[src/rtl/phy_rx_pkg.sv]
// Shared definitions for the phy_rx receive path: alignment character,
// serial-to-parallel FSM state encoding and bit-counter width.
package phy_rx_pkg;

  localparam logic [7:0] BC_BYTE   = 8'hBC;
  localparam int         BIT_CNT_W = 3;

  typedef enum logic [1:0] {
    SEARCH = 2'd0,
    LOCK   = 2'd1,
    ACTIVE = 2'd2
  } sp_state_t;

endpackage

[src/rtl/phy_rx_sp_shift.sv]
// Serial input shifter: exposes the byte window that includes the bit being
// sampled on the current edge (MSB-first arrival).
module phy_rx_sp_shift (
  input  logic       clk_32f,
  input  logic       reset_L,
  input  logic       data_in,
  output logic [7:0] sr_next
);

  // The oldest bit of the 8-bit window drops out of sr_next, so only the
  // seven most recent bits need to be stored.
  logic [6:0] sr;

  assign sr_next = {sr, data_in};

  always_ff @(posedge clk_32f or negedge reset_L) begin
    if (!reset_L) begin
      sr <= '0;
    end else begin
      sr <= sr_next[6:0];
    end
  end

endmodule

[src/rtl/phy_rx_serial_paralelo.sv]
// phy_rx front stage: finds byte alignment on the 0xBC idle/COM character and
// forwards each aligned byte, held for 8 bit clocks. Optional BC counter output
// bc_seen is built when PHY_RX_SP_BCCOUNT_EN is defined.
module phy_rx_serial_paralelo #(
  parameter logic [7:0]  BC_BYTE   = phy_rx_pkg::BC_BYTE,
  parameter int unsigned BC_NEEDED = 4
) (
  input  logic       clk_32f,
  input  logic       reset_L,
  input  logic       data_in,
  output logic [7:0] data_000,
  output logic       valid_000,
  output logic       active
`ifdef PHY_RX_SP_BCCOUNT_EN
  ,
  output logic [7:0] bc_seen
`endif
);

  import phy_rx_pkg::*;

  localparam logic [3:0] BC_NEEDED_C = 4'(BC_NEEDED);

  sp_state_t              state, state_next;
  logic [BIT_CNT_W-1:0]   bit_cnt, bit_cnt_next;
  logic [3:0]             bc_cnt, bc_cnt_next;
  logic [7:0]             sr_next;
  logic [7:0]             data_next;
  logic                   valid_next;
  logic                   active_next;
  logic                   is_bc;
  logic                   boundary;
`ifdef PHY_RX_SP_BCCOUNT_EN
  logic [7:0]             bc_seen_next;
`endif

  phy_rx_sp_shift u_shift (
    .clk_32f (clk_32f),
    .reset_L (reset_L),
    .data_in (data_in),
    .sr_next (sr_next)
  );

  assign is_bc    = (sr_next == BC_BYTE);
  assign boundary = (state != SEARCH) && (bit_cnt == '1);

  always_comb begin
    state_next   = state;
    bit_cnt_next = bit_cnt + BIT_CNT_W'(1);
    bc_cnt_next  = bc_cnt;
    data_next    = data_000;
    valid_next   = valid_000;
    active_next  = active;
`ifdef PHY_RX_SP_BCCOUNT_EN
    bc_seen_next = bc_seen;
`endif
    case (state)
      SEARCH: begin
        if (is_bc) begin
          bit_cnt_next = '0;
          bc_cnt_next  = 4'd1;
          if (BC_NEEDED_C == 4'd1) begin
            state_next  = ACTIVE;
            active_next = 1'b1;
          end else begin
            state_next = LOCK;
          end
        end
      end
      LOCK: begin
        // A non-BC boundary byte drops straight back to hunting; it is not rescanned.
        if (boundary) begin
          if (is_bc) begin
            bc_cnt_next = bc_cnt + 4'd1;
            if (bc_cnt + 4'd1 == BC_NEEDED_C) begin
              state_next  = ACTIVE;
              active_next = 1'b1;
            end
          end else begin
            state_next  = SEARCH;
            bc_cnt_next = '0;
          end
        end
      end
      ACTIVE: begin
        if (boundary) begin
          data_next  = sr_next;
          valid_next = !is_bc;
`ifdef PHY_RX_SP_BCCOUNT_EN
          if (is_bc && (bc_seen != 8'hFF)) begin
            bc_seen_next = bc_seen + 8'd1;
          end
`endif
        end
      end
      default: begin
        state_next = SEARCH;
      end
    endcase
  end

  always_ff @(posedge clk_32f or negedge reset_L) begin
    if (!reset_L) begin
      state     <= SEARCH;
      bit_cnt   <= '0;
      bc_cnt    <= '0;
      data_000  <= 8'h00;
      valid_000 <= 1'b0;
      active    <= 1'b0;
    end else begin
      state     <= state_next;
      bit_cnt   <= bit_cnt_next;
      bc_cnt    <= bc_cnt_next;
      data_000  <= data_next;
      valid_000 <= valid_next;
      active    <= active_next;
    end
  end

`ifdef PHY_RX_SP_BCCOUNT_EN
  always_ff @(posedge clk_32f or negedge reset_L) begin
    if (!reset_L) begin
      bc_seen <= 8'h00;
    end else begin
      bc_seen <= bc_seen_next;
    end
  end
`endif

endmodule

[config.mk]
export PLATFORM = sky130hd
export DESIGN_NAME = phy_rx_serial_paralelo
export DESIGN_NICKNAME = d
export VERILOG_FILES = /design/src/rtl/phy_rx_pkg.sv /design/src/rtl/phy_rx_sp_shift.sv /design/src/rtl/phy_rx_serial_paralelo.sv
export SDC_FILE = /design/constraint.sdc
export NUM_CORES = 1
export LEC_CHECK = 0
export CAP_MARGIN = 20
export CORE_MARGIN = 5
export CORE_UTILIZATION = 27
export CTS_CLUSTER_SIZE = 10
export DETAILED_ROUTE_END_ITERATION = 8
export HOLD_SLACK_MARGIN = 0.02
export PLACE_DENSITY = 0.46
export SLEW_MARGIN = 20
export SYNTH_ARGS = -nofsm -noshare
export SYNTH_HDL_FRONTEND = slang
export SYNTH_SLANG_ARGS = --single-unit
export TNS_END_PERCENT = 50
[constraint.sdc]
create_clock -name clk_32f -period 3.27 [get_ports clk_32f]
set_clock_uncertainty 0.1 [all_clocks]
set_input_delay 0.654 -clock clk_32f [delete_from_list [all_inputs] [get_ports clk_32f]]
set_output_delay 0.654 -clock clk_32f [all_outputs]
set_load 0.02 [all_outputs]
==> results of run 1 <==
==> layer usage <==
layer / share of wire, % / vias up / GRT usage [%]
met5: 0 / - / 0
met4: 2.3 / 0 / 4.15
met3: 2.7 / 4 / 1.62
met1: 46 / 332 / 10.0
li1: - / 324 / -
met2: 49 / 8 / 13.6
==> final cells by class <==
type | count | area [um2] | share of cell area [%]
sequential | 26 | 651 | 47.7
clock buffer | 3 | 41.3 | 3.02
tap | 50 | 62.6 | 4.58
timing repair buffer | 13 | 128 | 9.35
inverter | 2 | 7.51 | 0.550
clock inverter | 1 | 30.0 | 2.20
multi-input combinational | 49 | 445 | 32.6
==> stage by stage <==
| step | std cells | setup slack, ns | util, % |
|---|---|---|---|
| finish | 144 | 1.26 | 34.1 |
| floorplan | 79 | 1.56 | - |
| global route | 144 | 1.17 | 34.1 |
| CTS | 144 | 1.22 | 34.1 |
| detailed placement | 140 | 0.972 | 32.3 |
| global placement | 140 | 1.02 | 32.3 |
==> path summary, 6_finish.rpt <==
| kind | startpoint | to | depth (start not counted) |
|---|---|---|---|
| min in group asynchronous | reset_L | active | 2 |
| max in group asynchronous | reset_L | u_shift.sr[6] | 2 |
| worst max-delay path | bit_cnt[0] | data_000[1] | 5 |
| worst max register to register | bit_cnt[0] | data_000[1] | 5 |
| worst min register to register | u_shift.sr[5] | u_shift.sr[6] | 0 |
| worst min-delay path | u_shift.sr[5] | u_shift.sr[6] | 0 |
==> sequential cells by signal, indices dropped and copies added (netlist names) <==
signal,flops
bc_cnt,4
data_000,8
active,1
valid_000,1
bit_cnt,3
state,2
u_shift.sr,7
==> placed cells by master (no fill, tap or decap), types with 2 or more instances in the layout <==
master | Yosys | final
sky130_fd_sc_hd__clkdlybuf4s50_1 | 0 | 12
sky130_fd_sc_hd__nor2_1 | 3 | 3
sky130_fd_sc_hd__clkbuf_8 | 0 | 3
sky130_fd_sc_hd__o31ai_1 | 2 | 2
sky130_fd_sc_hd__dfrtp_1 | 26 | 26
sky130_fd_sc_hd__nand2_1 | 3 | 3
sky130_fd_sc_hd__a32o_1 | 3 | 3
sky130_fd_sc_hd__nor2b_1 | 4 | 4
sky130_fd_sc_hd__o21ai_0 | 2 | 2
sky130_fd_sc_hd__mux2_4 | 8 | 8
sky130_fd_sc_hd__a22o_1 | 2 | 2
sky130_fd_sc_hd__and3_1 | 2 | 2
sky130_fd_sc_hd__nand4b_1 | 3 | 3
sky130_fd_sc_hd__ha_1 | 4 | 4
==> report_power, final <==
part / switching (W) / total, W / internal, W
sequential: 0.00000672 / 0.000337 / 0.000331
clock: 0.000100 / 0.000264 / 0.000164
combinational: 0.0000171 / 0.0000368 / 0.0000197
total: 0.000124 / 0.000638 / 0.000514
==> kinds of logic (layout without fill, tap and decap cells) <==
group                      count (synthesis)  in the layout  share of synthesized area, %
DFF                                       26             26                          58.1
and+or+nand+nor                           21             21                          13.1
AOI/OAI and AO/OA                         14             14                          9.72
muxes                                      9              9                          11.7
adders and majority gates                  4              4                          4.47
buffers and inverters                      4             19                          2.12
xor gates and xnor gates                   1              1                         0.782
==> worst max-delay path, delay by kind of cell, from the launching register on <==
| family | cells | cell delay (ns) |
|---|---|---|
| AND/OR/NAND/NOR | 1 | 0.57 |
| multiplexers | 1 | 0.38 |
| adder cells (fa/ha/maj) | 2 | 0.37 |
| flip-flops | 1 | 0.36 |
| buffers and inverters | 1 | 0.12 |
==> impl_summary.txt, run 1 <==
----------------------------------------------------
[Status]
  Status ... finished, final reports clean

[Routing]
  First drt pass iteration count ... 4
  Via count ... 668
  Via-to-Cell Ratio ... 4.64
  Wirelength, routed ... 1930 um
  Number of nets with antenna violations after routing ... 0
  Routed length per placed instance ... 13.4 um
  Post-route DRC violation count ... 0
  Number of DRC markers in iteration 0 ... 9

[Place]
  DPL Wire Length ... 1400 um
  Placed Instance Area ... 1290 um2
  Routability-driven placement congestion ratio ... 0.782
  Number of input and output port buffers inserted ... 12

[Yosys]
  Per-instance average area after synthesis ... 14.2 um2
  Number of enable flip-flop cells after synthesis ... 0
  Net count after synthesis ... 86
  Count of unique library cells instantiated by Yosys ... 29
  Most used standard cell by instance count after synthesis ... sky130_fd_sc_hd__dfrtp_1
  Most used flip-flop cell after synthesis ... sky130_fd_sc_hd__dfrtp_1
  Cell type with the highest aggregate area in the netlist ... sky130_fd_sc_hd__dfrtp_1
  Post-synthesis sequential area ratio ... 58.1%
  Commonest cells in the netlist ... sky130_fd_sc_hd__dfrtp_1, sky130_fd_sc_hd__mux2_4, sky130_fd_sc_hd__ha_1, sky130_fd_sc_hd__nor2b_1
  Yosys Warn Count ... 0
  Post-Syn Instances ... 79
  Portion of synthesized cell area occupied by the leading cell type ... 58.1%
  Post-synthesis register bit count ... 26
  Async set or reset register ratio after synthesis ... 100%
  Synth Cell Area ... 1120 um2
  Top cells by area, synth ... sky130_fd_sc_hd__dfrtp_1, sky130_fd_sc_hd__mux2_4, sky130_fd_sc_hd__ha_1, sky130_fd_sc_hd__a32o_1, sky130_fd_sc_hd__nand4bb_4

[Final layout]
  Total non-filler cell area in the finished layout ... 1370 um2
  Fraction of layout instances using a drive strength above 1 ... 18.1%
  Relative area change from synthesis to final layout ... 21.9%
  Number of nets in the layout ... 102
  Inserted Diodes ... 0
  Total of fill cells in the finished design ... 384

[Floorplan]
  Placeable core region ... 4000 um2
  Number of cell rows ... 23
  Starting density of the core ... 28.0%
  Boundary pin count ... 13
  Die width ... 74.4 um
  Vertical die dimension ... 74.4 um
  Full die area ... 5540 um2

[STA]
  Time the final worst path needs with I/O delays and setup ... 2.01 ns
  Slew @ Worst Pin ... 0.587 ns
  Hold Slack ... 0.310 ns
  Final period util ... 61.4%
  Achievable Freq ... 498 MHz
  RSZ-0062 raised after global routing ... false
  Finish-stage setup viols ... 0
  Worst relative slew slack ... 60.5%
  Setup TNS ... 0 ns
  Hold violation count in the final report ... 0
  Max-slew violation count ... 0

[Setup path]
  Data required time of the worst path ... 3.33 ns
  CP Max Fanout ... 10
  Signal arrival time at the worst endpoint ... 2.07 ns
  Cells along the critical path ... ha_1, ha_1, inv_1, or3_1, mux2_4
  Worst setup path category ... flop to flop
  Most common cell on crit path ... sky130_fd_sc_hd__ha_1
  Internal reg-to-reg setup slack ... 1.26 ns
  CP peak stage delay ... 0.57 ns
  Kind of launch point of the worst setup path ... flop
  Element type at the critical path end ... flop
  Standard cell with the maximum stage delay on the critical path ... sky130_fd_sc_hd__or3_1

[Pwr]
  P_leak ... 0.612 nW
  Ratio of total power to cell area ... 468 nW/um2
  Total power draw ... 0.000638 W
  Worst supply voltage drop on vdd ... 0.166 mV

[CTS]
  CTS root buffer ... sky130_fd_sc_hd__clkbuf_8
  Clock Sinks ... 26
  Number of setup buffers added after CTS ... 0
  Max Buffers Root-to-Sink ... 2
  Worst skew pair latency ... 0.27 ns
  Worst-path clk slew ... 0.09 ns
  Clock tree from TritonCTS ... built
  H-tree depth reported by CTS ... 1
  TritonCTS buffer count ... 3
  Count of hold-fix buffers inserted at cts ... 0
  Number of cells upsized or downsized after cts ... 0

[GRT]
  Total congestion overflow ... 0
  Total global-route track usage ... 8.16%
  Maximum number of pins on one net before global-route repair ... 27
  Vias in the first global route ... 713
  Global-route wire length before repair ... 3410 um
  Antenna violations before repair ... 0

[Min path]
  Class of the tightest hold or removal check ... flop to flop

[Job]
  Number of violations of the max-capacitance limit ... 0

----------------------------------------------------
Note: power is estimated with default switching activity, not from simulation.
==> inputs of run 2 (changes only) <==
Settings changed: PLACE_DENSITY 0.46 to 0.48.
Clock period 3.27 ns to 1.7 ns, I/O delays scaled along.
==> run 2 against run 1 <==
Against the previous run:
- power is 91% higher
- combinational power is 85% higher
- the run now ends with negative setup slack left
- setup slack worse by 1.3 ns
- critical endpoint is now data_000[3]
- via count is 8.2% higher
- final cell count is 6.3% higher
- largest power group unchanged
- largest cell class unchanged
==> impl_summary.txt, run 2 (same netlist as run 1, synthesis figures left out) <==
----------------------------------------------------
[Status]
  Status ... finished, violations left
  Failing checks ... negative setup slack

[Routing]
  Post-route DRC violation count ... 0 (unchanged)
  First drt pass iteration count ... 4 (unchanged)
  Number of DRC markers in iteration 0 ... 34 (+25)
  Via-to-Cell Ratio ... 4.73 (+1.9%)
  Number of nets with antenna violations after routing ... 0 (unchanged)
  Wirelength, routed ... 2120 um (+9.8%)
  Routed length per placed instance ... 13.8 um (+3.3%)
  Via count ... 723 (+8.2%)

[Final layout]
  Final std cells w/o fill ... 153 (+6.3%)
  Commonest cells after routing, fill and taps aside ... sky130_fd_sc_hd__dfrtp_1, sky130_fd_sc_hd__mux2_4, sky130_fd_sc_hd__dlymetal6s2s_1, sky130_fd_sc_hd__buf_4, sky130_fd_sc_hd__nor2b_1
  Register containing the most flip-flops in the final layout ... data_000
  Total non-filler cell area in the finished layout ... 1480 um2 (+8.7%)
  Number of nets in the layout ... 111 (+8.8%)
  Number of flip-flops in the largest register ... 8 (unchanged)
  Relative area change from synthesis to final layout ... 32.5%
  Fraction of layout instances using a drive strength above 1 ... 30.1% (+12 points)
  Top Registers ... data_000 x8, u_shift.sr x7, bc_cnt x4
  Inserted Diodes ... 0 (unchanged)
  Most common cell after layout, fill and taps aside ... sky130_fd_sc_hd__dfrtp_1

[Setup path]
  Reg-to-reg startpoint ... bit_cnt[0]
  Cells along the critical path ... ha_2, ha_4, inv_2, or3_4, buf_8, mux2_4
  Signal arrival time at the worst endpoint ... 1.78 ns (-0.29 ns)
  CP peak stage delay ... 0.36 ns (-0.21 ns)
  Worst setup path category ... flop to flop
  Kind of launch point of the worst setup path ... flop
  Internal reg-to-reg setup slack ... -0.02 ns (-1.28 ns)
  Element type at the critical path end ... flop
  Data required time of the worst path ... 1.76 ns (-1.57 ns)
  Count of cells along the worst register-to-register path ... 6 (+1)
  CP Max Fanout ... 5 (-5)
  Endpoint of the worst register-to-register path ... data_000[3]
  Standard cell with the maximum stage delay on the critical path ... sky130_fd_sc_hd__dfrtp_1

[Min path]
  Depth of the worst hold-timing path ... 0 (unchanged)
  Class of the tightest hold or removal check ... flop to flop
  Worst Hold Launch ... u_shift.sr[5]
  End of the worst hold path ... u_shift.sr[6]

[Floorplan]
  Die width ... 74.4 um (unchanged)
  Vertical die dimension ... 74.4 um (unchanged)
  Boundary pin count ... 13 (unchanged)
  Full die area ... 5540 um2 (unchanged)
  Number of cell rows ... 23 (unchanged)
  Placeable core region ... 4000 um2 (unchanged)
  Starting density of the core ... 28.0% (unchanged)

[STA]
  Final WS setup ... -0.0236 ns (-1.28 ns)
  RSZ-0062 raised after global routing ... true
  Finish-stage setup viols ... 8 (+8)
  Worst relative slew slack ... 75.8% (+15 points)
  Hold violation count in the final report ... 0 (unchanged)
  Time the final worst path needs with I/O delays and setup ... 1.72 ns (-0.286 ns)
  Final period util ... 101% (+40 points)
  Achievable Freq ... 580 MHz (+17%)
  Max-slew violation count ... 0 (unchanged)
  Slew @ Worst Pin ... 0.360 ns (-0.227 ns)

[Pwr]
  Worst supply voltage drop on vdd ... 0.315 mV (+90%)
  P_leak ... 0.737 nW (+21%)
  Ratio of total power to cell area ... 824 nW/um2 (+76%)

[GRT]
  Total congestion overflow ... 0 (unchanged)
  Antenna violations before repair ... 0 (unchanged)
  Global-route wire length before repair ... 3710 um (+8.7%)
  Total global-route track usage ... 8.98% (+0.82 points)
  Maximum number of pins on one net before global-route repair ... 27 (unchanged)
  Vias in the first global route ... 782 (+9.7%)

[Place]
  Number of input and output port buffers inserted ... 12 (unchanged)
  Placed cell count ... 147 (+5.0%)
  Post-placement setup slack ... -0.226 ns (-1.20 ns)
  Routability-driven placement congestion ratio ... 0.738 (-5.7%)
  Placed Instance Area ... 1350 um2 (+4.3%)
  DPL Wire Length ... 1500 um (+7.1%)

[CTS]
  Worst-path clk slew ... 0.09 ns (about the same)
  Clock Sinks ... 26 (unchanged)
  TritonCTS buffer count ... 3 (unchanged)
  Max Buffers Root-to-Sink ... 2 (unchanged)
  CTS root buffer ... sky130_fd_sc_hd__clkbuf_8
  Worst skew pair latency ... 0.27 ns (about the same)
  Clock tree from TritonCTS ... built
  Count of hold-fix buffers inserted at cts ... 0 (unchanged)
  H-tree depth reported by CTS ... 1 (unchanged)

[Job]
  Number of violations of the max-capacitance limit ... 0 (unchanged)

----------------------------------------------------
run 2: cell types whose count changed in the layout (fill, tap and decap cells not counted), moves of 2 or more:
cell / change
sky130_fd_sc_hd__clkdlybuf4s50_1: -10
sky130_fd_sc_hd__dlymetal6s2s_1: +8
sky130_fd_sc_hd__buf_4: +7
sky130_fd_sc_hd__dlygate4sd2_1: +2
sky130_fd_sc_hd__ha_1: -2
run 2: final cells by class:
class	count	area (um2)
flip-flops and latches	26	651
inverters	2	7.51
clock buffers	3	41.3
repair buffers	22	224
well taps	50	62.6
fillers	397	2520
clock inverters	1	30.0
multi-input cells	49	468
run 2: critical path: cells and delay by family (launching register included):
family,cells,cell delay (ns)
adders and majority gates,2,0.33
buffers and inverters,2,0.19
DFF,1,0.36
muxes,1,0.29
and+or+nand+nor,1,0.35
run 2: worst max-delay path by stage:
| stage | startpoint | endpoint | slack, ns | depth (start not counted) |
|---|---|---|---|---|
| global placement | data_in | bc_cnt[2] | -0.17 | 5 |
| global route | bit_cnt[0] | data_000[3] | -0.08 | 6 |
| CTS | bit_cnt[0] | data_000[3] | -0.04 | 6 |
| floorplan | bit_cnt[0] | data_000[0] | 0.01 | 6 |
| finish | bit_cnt[0] | data_000[3] | -0.02 | 6 |
| detailed placement | data_in | bc_cnt[2] | -0.23 | 5 |
run 2: repair_timing:
| action | CTS | global route |
|---|---|---|
| hold endpoints to repair | 0 | 0 |
| pin swaps | 1 | 0 |
| gates resized for setup | 10 | 9 |
| gates cloned | 1 | 0 |
| buffers inserted | 1 | 1 |
| endpoints found under the setup margin | 10 | 18 |
run 2: power by group:
part / leakage (nW) / internal, W / switching (W)
sequential: 0.314 / 0.000636 / 0.0000124
combinational: 0.388 / 0.0000347 / 0.0000335
clock: 0.0357 / 0.000315 / 0.000191
total: 0.737 / 0.000986 / 0.000237
run 2: stage by stage:
| stage | total power, W | hold slack [ns] | TNS [ns] | utilization [%] |
|---|---|---|---|---|
| 4_1_cts | 0.00124 | 0.309 | -0.261 | 36.6 |
| 3_5_place_dp | 0.000735 | 0.283 | -1.96 | 33.7 |
| 5_1_grt | 0.00127 | 0.327 | -0.531 | 37.1 |
| 2_1_floorplan | 0.000691 | -0.0556 | 0 | - |
| 3_3_place_gp | 0.000733 | 0.281 | -1.59 | 33.7 |
| 6_report | 0.00122 | 0.302 | -0.138 | 37.1 |
run 2: layer usage:
metal  routed length, um  global-route usage [%]  up-vias
met5                   0                       0        -
met1                 963                    11.8      366
met2                1030                    13.8       11
met4                  42                    4.74        0
li1                    -                       -      342
met3                  74                    2.03        4
==> inputs of run 3 (changes only) <==
Settings changed: CORE_UTILIZATION 27 to 48, PLACE_DENSITY 0.48 to 0.75.
==> run 3 against run 2 <==
Against the previous run:
- the flow still finishes with violations (negative setup slack)
- final cell count is 13% lower
- via count is 0.55% lower
- utilization is 26 points higher
- register-to-register slack hardly changed
- count of clock-buffer cells in the layout is 1 higher
- sequential power hardly changed
- wire length is 5.2% lower
- fmax hardly changed
- clock power is 40% lower
- largest cell class unchanged
- global-route usage is 5.3 points higher
- critical endpoint is now data_000[1]
- non-clock buffer count is 2 higher
- first-iteration DRC count is 91% lower
==> impl_summary.txt, run 3 (same netlist as run 1, synthesis figures left out) <==
----------------------------------------------------
[Job]
  Number of violations of the max-capacitance limit ... 0 (unchanged)

[CTS]
  Max Buffers Root-to-Sink ... 2 (unchanged)
  Worst-path clk slew ... 0.13 ns (+0.04 ns)
  Clock tree from TritonCTS ... built
  Clock Sinks ... 26 (unchanged)
  TritonCTS buffer count ... 3 (unchanged)
  Worst skew pair latency ... 0.32 ns (+0.05 ns)
  H-tree depth reported by CTS ... 1 (unchanged)
  CTS root buffer ... sky130_fd_sc_hd__clkbuf_4

[Setup path]
  Signal arrival time at the worst endpoint ... 1.84 ns (+0.06 ns)
  Internal reg-to-reg setup slack ... -0.02 ns (about the same)
  Endpoint of the worst register-to-register path ... data_000[1]
  Worst setup path category ... flop to flop
  Element type at the critical path end ... flop
  Reg-to-reg startpoint ... bit_cnt[0]
  First element of the critical path ... bit_cnt[0]
  CP Max Fanout ... 8 (+3)
  Count of cells along the worst register-to-register path ... 6 (unchanged)
  Critical path capture point ... data_000[1]
  Data required time of the worst path ... 1.82 ns (+0.06 ns)
  Kind of launch point of the worst setup path ... flop

[Routing]
  Post-route DRC violation count ... 0 (unchanged)
  First drt pass iteration count ... 3 (-1)
  Routed length per placed instance ... 15.1 um (+9.1%)
  Wirelength, routed ... 2010 um (-5.2%)
  Number of DRC markers in iteration 0 ... 3 (-91%)
  Via-to-Cell Ratio ... 5.41 (+14%)
  Via count ... 719 (-0.55%)
  Number of nets with antenna violations after routing ... 0 (unchanged)

[Floorplan]
  Full die area ... 3400 um2 (-39%)
  Die width ... 58.3 um (-22%)
  Number of cell rows ... 17 (-26%)
  Boundary pin count ... 13 (unchanged)
  Placeable core region ... 2210 um2 (-45%)
  Starting density of the core ... 50.6% (+23 points)
  Vertical die dimension ... 58.3 um (-22%)

[Status]
  Failing checks ... negative setup slack
  Status ... finished, violations left

[Place]
  Number of input and output port buffers inserted ... 12 (unchanged)
  Routability-driven placement congestion ratio ... 0.819 (+11%)
  DPL Wire Length ... 1450 um (-2.9%)
  Placed Instance Area ... 1330 um2 (-1.5%)

[Final layout]
  Top Registers ... data_000 x8, u_shift.sr x7, bc_cnt x4
  Register containing the most flip-flops in the final layout ... data_000
  Total of fill cells in the finished design ... 182 (-54%)
  Inserted Diodes ... 0 (unchanged)
  Final core utilization ... 63.1% (+26 points)
  Total non-filler cell area in the finished layout ... 1400 um2 (-5.9%)
  Relative area change from synthesis to final layout ... 24.7%
  Most common cell after layout, fill and taps aside ... sky130_fd_sc_hd__dfrtp_1
  Fraction of layout instances using a drive strength above 1 ... 30.5% (+0.38 points)
  Number of nets in the layout ... 113 (+1.8%)
  Number of flip-flops in the largest register ... 8 (unchanged)
  Commonest cells after routing, fill and taps aside ... sky130_fd_sc_hd__dfrtp_1, sky130_fd_sc_hd__buf_4, sky130_fd_sc_hd__dlygate4sd2_1

[STA]
  Max-slew violation count ... 0 (unchanged)
  Worst relative slew slack ... 75.5% (-0.29 points)
  RSZ-0062 raised after global routing ... true
  Slew @ Worst Pin ... 0.365 ns (+0.00492 ns)
  Time the final worst path needs with I/O delays and setup ... 1.72 ns (+0.00132 ns)
  Finish-stage setup viols ... 8 (unchanged)
  Setup TNS ... -0.173 ns (-0.0347 ns)
  Final WS setup ... -0.0249 ns (-0.00132 ns)
  Achievable Freq ... 580 MHz (about the same)
  Hold violation count in the final report ... 0 (unchanged)
  Final period util ... 101% (about the same)

[GRT]
  Total global-route track usage ... 14.2% (+5.3 points)
  Antenna violations before repair ... 0 (unchanged)
  Grt met3 use ... 5.26% (+3.2 points)
  Vias in the first global route ... 787 (+0.64%)
  Total congestion overflow ... 0 (unchanged)
  Maximum number of pins on one net before global-route repair ... 27 (unchanged)
  Global routing usage on met2 ... 24.4% (+11 points)
  Met1 layer usage reported by global route ... 16.6% (+4.9 points)
  Most used routing layer ... met2
  Global-route wire length before repair ... 3640 um (-1.9%)

[Min path]
  Class of the tightest hold or removal check ... input port to async pin

[Pwr]
  Ratio of total power to cell area ... 729 nW/um2 (-12%)
  Worst supply voltage drop on vdd ... 0.849 mV (+170%)
  P_leak ... 0.667 nW (-9.5%)

----------------------------------------------------
-- run 3: timing repair --
item	in CTS	in global routing
pin swaps	1	0
buffers inserted	2	1
hold buffers	0	0
setup endpoints to repair	18	9
gates resized for setup	14	0
-- run 3: how the worst min path moves through the flow --
stage | slack (ns) | start | end
after floorplan | -0.06 | reset_L | active
after global placement | 0.28 | u_shift.sr[5] | u_shift.sr[6]
after detailed placement | 0.30 | u_shift.sr[5] | u_shift.sr[6]
after CTS | 0.28 | reset_L | data_000[5]
after global routing | 0.27 | reset_L | data_000[5]
final | 0.27 | reset_L | data_000[5]
-- run 3: layout make-up --
cell class	count	area (um2)	share of cell area [%]
flip-flops and latches	26	651	46.6
repair buffers	24	201	14.4
clock buffers	4	36.3	2.60
multi-input cells	49	465	33.3
inverters	2	7.51	0.538
well taps	28	35.0	2.51
-- run 3: layer usage --
metal | wire [um] | share of wire (%)
met5 | 0 | 0
met2 | 1010 | 50
met3 | 80 | 4.0
met1 | 897 | 45
met4 | 19 | 0.95
-- run 3: report_power, final --
part           internal [W]   total, W  switching, W  leakage, nW
logic             0.0000323  0.0000660     0.0000337        0.332
registers          0.000636   0.000649     0.0000126        0.314
clock network      0.000131   0.000303      0.000172       0.0210
-- run 3: through the flow --
stage	total power, W	hold slack, ns	cells	worst slack [ns]
after global routing	0.00108	0.270	133	-0.0790
after global placement	0.000733	0.280	126	-0.167
after CTS	0.00103	0.282	132	-0.0282
after floorplan	0.000691	-0.0556	79	0.0113
after detailed placement	0.000736	0.302	126	-0.237
final	0.00102	0.266	133	-0.0249
-- run 3: critical path, cell delays in order (launching register included) --
cell	delay (ns)
sky130_fd_sc_hd__dfrtp_1	0.37
sky130_fd_sc_hd__ha_2	0.19
sky130_fd_sc_hd__ha_4	0.14
sky130_fd_sc_hd__inv_2	0.04
sky130_fd_sc_hd__or3_4	0.33
sky130_fd_sc_hd__buf_6	0.16
sky130_fd_sc_hd__mux2_4	0.30
